[src/rtl/flag_branch_unit.sv]
// flag_branch_unit: NZCV flag register and LEGv8 branch decision (optional `FLAG_FORWARD_EN same-cycle flag bypass)
module flag_branch_unit #(
  parameter logic [3:0] RESET_FLAGS  = 4'b0000,
  parameter logic       NV_IS_ALWAYS = 1'b1
) (
  input  logic       clk,
  input  logic       reset,
  input  logic       alu_negative,
  input  logic       alu_zero,
  input  logic       alu_carry,
  input  logic       alu_overflow,
  input  logic       set_flags,
  input  logic       cond_branch,
  input  logic       cbz,
  input  logic       uncond_branch,
  input  logic [3:0] cond,
  output logic [3:0] flags,
  output logic       flags_valid,
  output logic       take_branch
);
  logic [3:0] flags_q, flags_d, alu_flags, e;
  logic       valid_q, valid_d, e_valid, cond_ok;
  assign alu_flags = {alu_negative, alu_zero, alu_carry, alu_overflow};
  // next-state for the flag register: load on flag-setting instructions, sticky valid
  always_comb begin
    flags_d = set_flags ? alu_flags : flags_q;
    valid_d = valid_q | set_flags;
  end
  // flag register with asynchronous reset
  always_ff @(posedge clk or posedge reset) begin
    if (reset) begin
      flags_q <= RESET_FLAGS;
      valid_q <= 1'b0;
    end else begin
      flags_q <= flags_d;
      valid_q <= valid_d;
    end
  end
  // flags seen by B.cond: bypass the incoming ALU flags only when forwarding is built in
  always_comb begin
`ifdef FLAG_FORWARD_EN
    e       = (set_flags & cond_branch) ? alu_flags : flags_q;
    e_valid = valid_q | (set_flags & cond_branch);
`else
    e       = flags_q;
    e_valid = valid_q;
`endif
  end
  // condition table over evaluated flags {N,Z,C,V}
  always_comb begin
    cond_ok = 1'b0;
    case (cond)
      4'b0000: cond_ok = e[2];
      4'b0001: cond_ok = ~e[2];
      4'b0010: cond_ok = e[1];
      4'b0011: cond_ok = ~e[1];
      4'b0100: cond_ok = e[3];
      4'b0101: cond_ok = ~e[3];
      4'b0110: cond_ok = e[0];
      4'b0111: cond_ok = ~e[0];
      4'b1000: cond_ok = e[1] & ~e[2];
      4'b1001: cond_ok = ~e[1] | e[2];
      4'b1010: cond_ok = e[3] ~^ e[0];
      4'b1011: cond_ok = e[3] ^ e[0];
      4'b1100: cond_ok = ~e[2] & (e[3] ~^ e[0]);
      4'b1101: cond_ok = e[2] | (e[3] ^ e[0]);
      4'b1110: cond_ok = 1'b1;
      default: cond_ok = NV_IS_ALWAYS;
    endcase
  end
  // branch priority: unconditional, then CBZ on live zero, then B.cond gated by valid flags
  always_comb begin
    take_branch = reset         ? 1'b0 :
                  uncond_branch ? 1'b1 :
                  cbz           ? alu_zero :
                  cond_branch   ? (cond_ok & e_valid) : 1'b0;
  end
  assign flags       = flags_q;
  assign flags_valid = valid_q;
endmodule
[config.mk]
export PLATFORM = sky130hd
export DESIGN_NAME = flag_branch_unit
export DESIGN_NICKNAME = d
export VERILOG_FILES = /design/src/rtl/flag_branch_unit.sv
export SDC_FILE = /design/constraint.sdc
export NUM_CORES = 1
export LEC_CHECK = 0
export BUFFER_PORTS_ARGS = -buffer_cell sky130_fd_sc_hd__buf_2
export CAP_MARGIN = 0
export CORE_AREA = 2 2 39 41
export DETAILED_ROUTE_END_ITERATION = 8
export DIE_AREA = 0 0 41 43
export HOLD_SLACK_MARGIN = 0.15
export SYNTH_ARGS = -nofsm -noshare
export SYNTH_HDL_FRONTEND = slang
export SYNTH_SLANG_ARGS = --single-unit
[constraint.sdc]
create_clock -name clk -period 1.6 [get_ports clk]
set_clock_uncertainty 0.15 [all_clocks]
set_input_delay 0.08 -clock clk [delete_from_list [all_inputs] [get_ports clk]]
set_output_delay 0.08 -clock clk [all_outputs]
set_load 0.05 [all_outputs]
# Yosys cells after proc, flatten, opt, wreduce, memory -nomap -nowiden
# Index checks and enable logic that the tools add are counted.
[word_totals]
inputBits = 14
out_inout_bits = 6
elab_cells = 33
regBits = 5
[op_classes]
muxes = 5
n_bitwise = 12
reduce_logical = 1
eq_ne = 13
[ops]
columns = ["operator", "count"]
rows = [
  ["4-bit equality test (second input constant)", 6],
  ["4-bit by 3-bit equality test with 1-bit output (second input constant)", 4],
  ["1-bit case mux with 14 select lines", 1],
  ["4-bit by 2-bit equality test with 1-bit output (second input constant)", 2],
  ["4-bit by 1-bit equality test with 1-bit output (second input constant)", 1],
  ["4-bit zero test", 1],
  ["1-bit two-way mux", 4],
  ["1-bit inverter", 4],
  ["1-bit AND", 3],
  ["1-bit OR", 3],
  ["1-bit bitwise XNOR", 1],
  ["1-bit bitwise XOR", 1],
]

# Depth between registers and ports, before layout
[depth]
depth_word = 8
mapped_depth = 4
mapped_depth_nobuf = 4

# Worst setup path before layout
# OpenSTA, ideal clock, no wires.
[synth_path]
path_type = "register -> output"
start = "register flags_q[0] (netlist: flags[0])"
end = "output take_branch"
t_arrival_ns = 2.108
required_ns = 1.370
n_path_buf = 0
slack_ns = -0.738
stages_incl_launch_ff = 5
cell_sequence = "dfrtp_1 mux4_2 xor2_1 o311ai_1 a21oi_1"
[synth_via]
elab_chain_len = 8
word_cells_on_any_way = 11
cone_classes = "mux (5); bitwise (6)"
[synth_lines]
columns = ["element", "line_no", "rtl"]
rows = [
  ["start, declared", "21", "logic [3:0] flags_q, flags_d, alu_flags, e;"],
  ["start signal, assigned", "35", "flags_q <= flags_d;"],
  ["1-bit bitwise XOR / 1-bit bitwise XNOR (equally long branches)", "--", ""],
  ["1-bit OR / 1-bit AND (equally long branches)", "66, 65", ""],
  ["1-bit case mux with 14 select lines (*)", "52", "case (cond)"],
  ["1-bit AND (*)", "76", "cond_branch ? (cond_ok & e_valid) : 1'b0;"],
  ["1-bit two-way mux (*)", "76", ""],
  ["1-bit two-way mux (*)", "75", "cbz ? alu_zero :"],
  ["1-bit two-way mux (*)", "74", "uncond_branch ? 1'b1 :"],
  ["1-bit two-way mux (*)", "73", "take_branch = reset ? 1'b0 :"],
  ["end, declared", "19", "output logic take_branch"],
]
# Mark *: on every way between the ends. The rest lies on a longest branch, timed or not.

# Worst setup path after layout
# Ends and elaborated chain as after synthesis.

==> results.ini <==
[critical_path]
crit_buf_inv=1
cp_cell_sequence=mux4_2, xor2_1, o311ai_2, a21oi_4, buf_6
worst_r2r_path_depth=2
startpoint_type=flop
worstPathArrival_ns=1.76
slowest_stage=mux4_2
cp_max_fo=2
reg2reg_slack_ns=0.54
critPathTopFamily=multiplexers
r2r_end=flags[2]
critPathCaptureType=output port
reg2reg_from=flags[2]
critPathKind=reg -> out
required_ns=1.37
slowest_delay_ns=0.47

[die]
fp.dieW_um=41
fp.dieH_um=43
rows=14
pin_count=20
core_area_um2=1380
die_area_um2=1760
start_util_pct=23.7

[global_route]
grt_util_all_layers_pct=11.1
grt_max_degree=6
grt-ovfl-total=0
grt_pass1_wl_um=1310
grt_pass1_vias=359
antenna_found_initial=0

[synth]
yosysWarnings=0
syn_area_per_cell_um2=10.2
synth_seq_area_share_pct=38.2
yosys_register_bits=5
synthCells=32
synth.net_count=46
ys_types=19
syn_area_um2=328

[outcome]
violations=negative setup slack
status=finished, violations left

[timing]
min_period_over_period_pct=125
fin_setup_tns_ns=-0.393
slew_headroom_pct=79.7
post-route-min-period_ns=1.99
setup_violations=1
max_freq_mhz=502
drv_slew=0
max_slew.worst_pin.slew_ns=0.303
final-hold-violation-count=0
final.setup.worst_slack_ns=-0.393
rsz0062_at_grt=true
worst_hold_slack_ns=0.179

[layout]
multi_input_area_um2=214
antenna_cells=0
area_delta_synth_final_pct=85.1
final_cell_mix=buf_2 (18), dlygate4sd3_1 (7), buf_4 (5), mux2_2 (4), dfrtp_2 (4)
utilization_pct=43.9
nets=82
drive_gt1_share_pct=58.2
fillers=143
final_common_cell=buf_2
regArea_um2=130
final_area_um2=607

[min_path]
holdCritPathClass=in -> async

[placed_design]
io_buffers=19
place.gp.congestion=0.674
post-dp-hpwl_um=698
placed_area_um2=504

[clock_network]
numCtsBuffers=3
post-cts-setup-buffer-count=0
clk_pin_slew_ns=0.04
cts_buffer_depth=2
cts_root_buf=clkbuf_4
cts.sinks=5
htree_num_levels=1
cts_tree=built
clk_latency_ns=0.24

[drt]
drc=0
vias_per_cell=4.48
vias=372
drt_first_pass_iters=2
finalWirelength_um=857
wire_per_inst_um=10.3
postRouteAntennaNets=0
drtIter0Drc=5

[pwr]
vdd_drop_max_mv=0.359
leakagePower_nw=0.277
powerDensity_nw_per_um2=779

[run]
drv_cap=0

==> timing repair <==
action	CTS	global route
hold buffers	7	1
endpoints found under the hold margin	10	1
endpoints found under the setup margin	1	2
pin swaps	1	1
gates resized for setup	2	0
==> worst max-delay path by stage <==
stage	start	to	slack, ns	cells past startpoint
after floorplan	flags[0]	take_branch	-0.26	4
after global placement	flags[0]	take_branch	-0.16	5
after detailed placement	flags[0]	take_branch	-0.19	5
after CTS	flags[0]	take_branch	-0.45	5
after global routing	flags[0]	take_branch	-0.44	5
final	flags[0]	take_branch	-0.39	5
==> synth_stat cells <==
master | number | share of area (%)
a21oi_1 | 2 | 3.1
a31oi_1 | 1 | 1.9
and2b_1 | 1 | 2.3
dfrtp_1 | 5 | 38
inv_1 | 2 | 2.3
mux2_2 | 4 | 14
mux2i_1 | 1 | 3.1
mux4_2 | 1 | 6.9
nand2_1 | 3 | 3.4
nand3_1 | 2 | 3.1
nand3b_1 | 1 | 2.3
nor2_1 | 1 | 1.1
nor2b_1 | 1 | 1.9
o21ai_0 | 1 | 1.5
o2bb2ai_1 | 1 | 2.7
o311ai_1 | 1 | 2.7
or2_2 | 1 | 1.9
xnor2_1 | 1 | 2.7
xor2_1 | 2 | 5.3
==> routing by layer <==
layer,wire length (um),up-vias,track usage (%)
met1,359,174,11.8
li1,-,186,-
met2,450,12,18.4
met5,0,-,0
met4,0,0,8.00
met3,46,0,1.57
==> where the power goes <==
part / switching, mW / leakage (nW) / internal, mW
Combinational: 0.101 / 0.211 / 0.0850
Clock: 0.0481 / 0.0150 / 0.0941
Sequential: 0.00505 / 0.0515 / 0.139
==> registers in the layout, summed over array words and instances, names as in the netlist <==
signal / count
flags: 4
flags_valid: 1
==> worst min-delay path, stage by stage <==
cell,delay (ns)
buf_2,0.10
inv_1,0.07
dlygate4sd3_1,0.69
==> cell type report <==
cell class,count,area share (%)
Tap cell,16,3.30
Sequential cell,5,21.4
Clock buffer,4,4.33
Timing Repair Buffer,31,34.4
Inverter,2,1.24
Multi-Input combinational cell,25,35.3
==> stage by stage <==
stage | setup WS [ns] | power (mW) | std cells
final | -0.393 | 0.472 | 83
after global routing | -0.436 | 0.505 | 83
after CTS | -0.452 | 0.487 | 83
after detailed placement | -0.195 | 0.317 | 72
after global placement | -0.165 | 0.315 | 72
after floorplan | -0.258 | 0.255 | 32
==> cells by family after synthesis <==
kind of cell	after synthesis	synth area share, %
AOI/OAI and AO/OA	6	11.8
xor gates and xnor gates	3	8.02
buffers and inverters	2	2.29
DFF	5	38.2
muxes	6	23.7
and+or+nand+nor	10	16.0
Power figures use the tool's default switching activity.
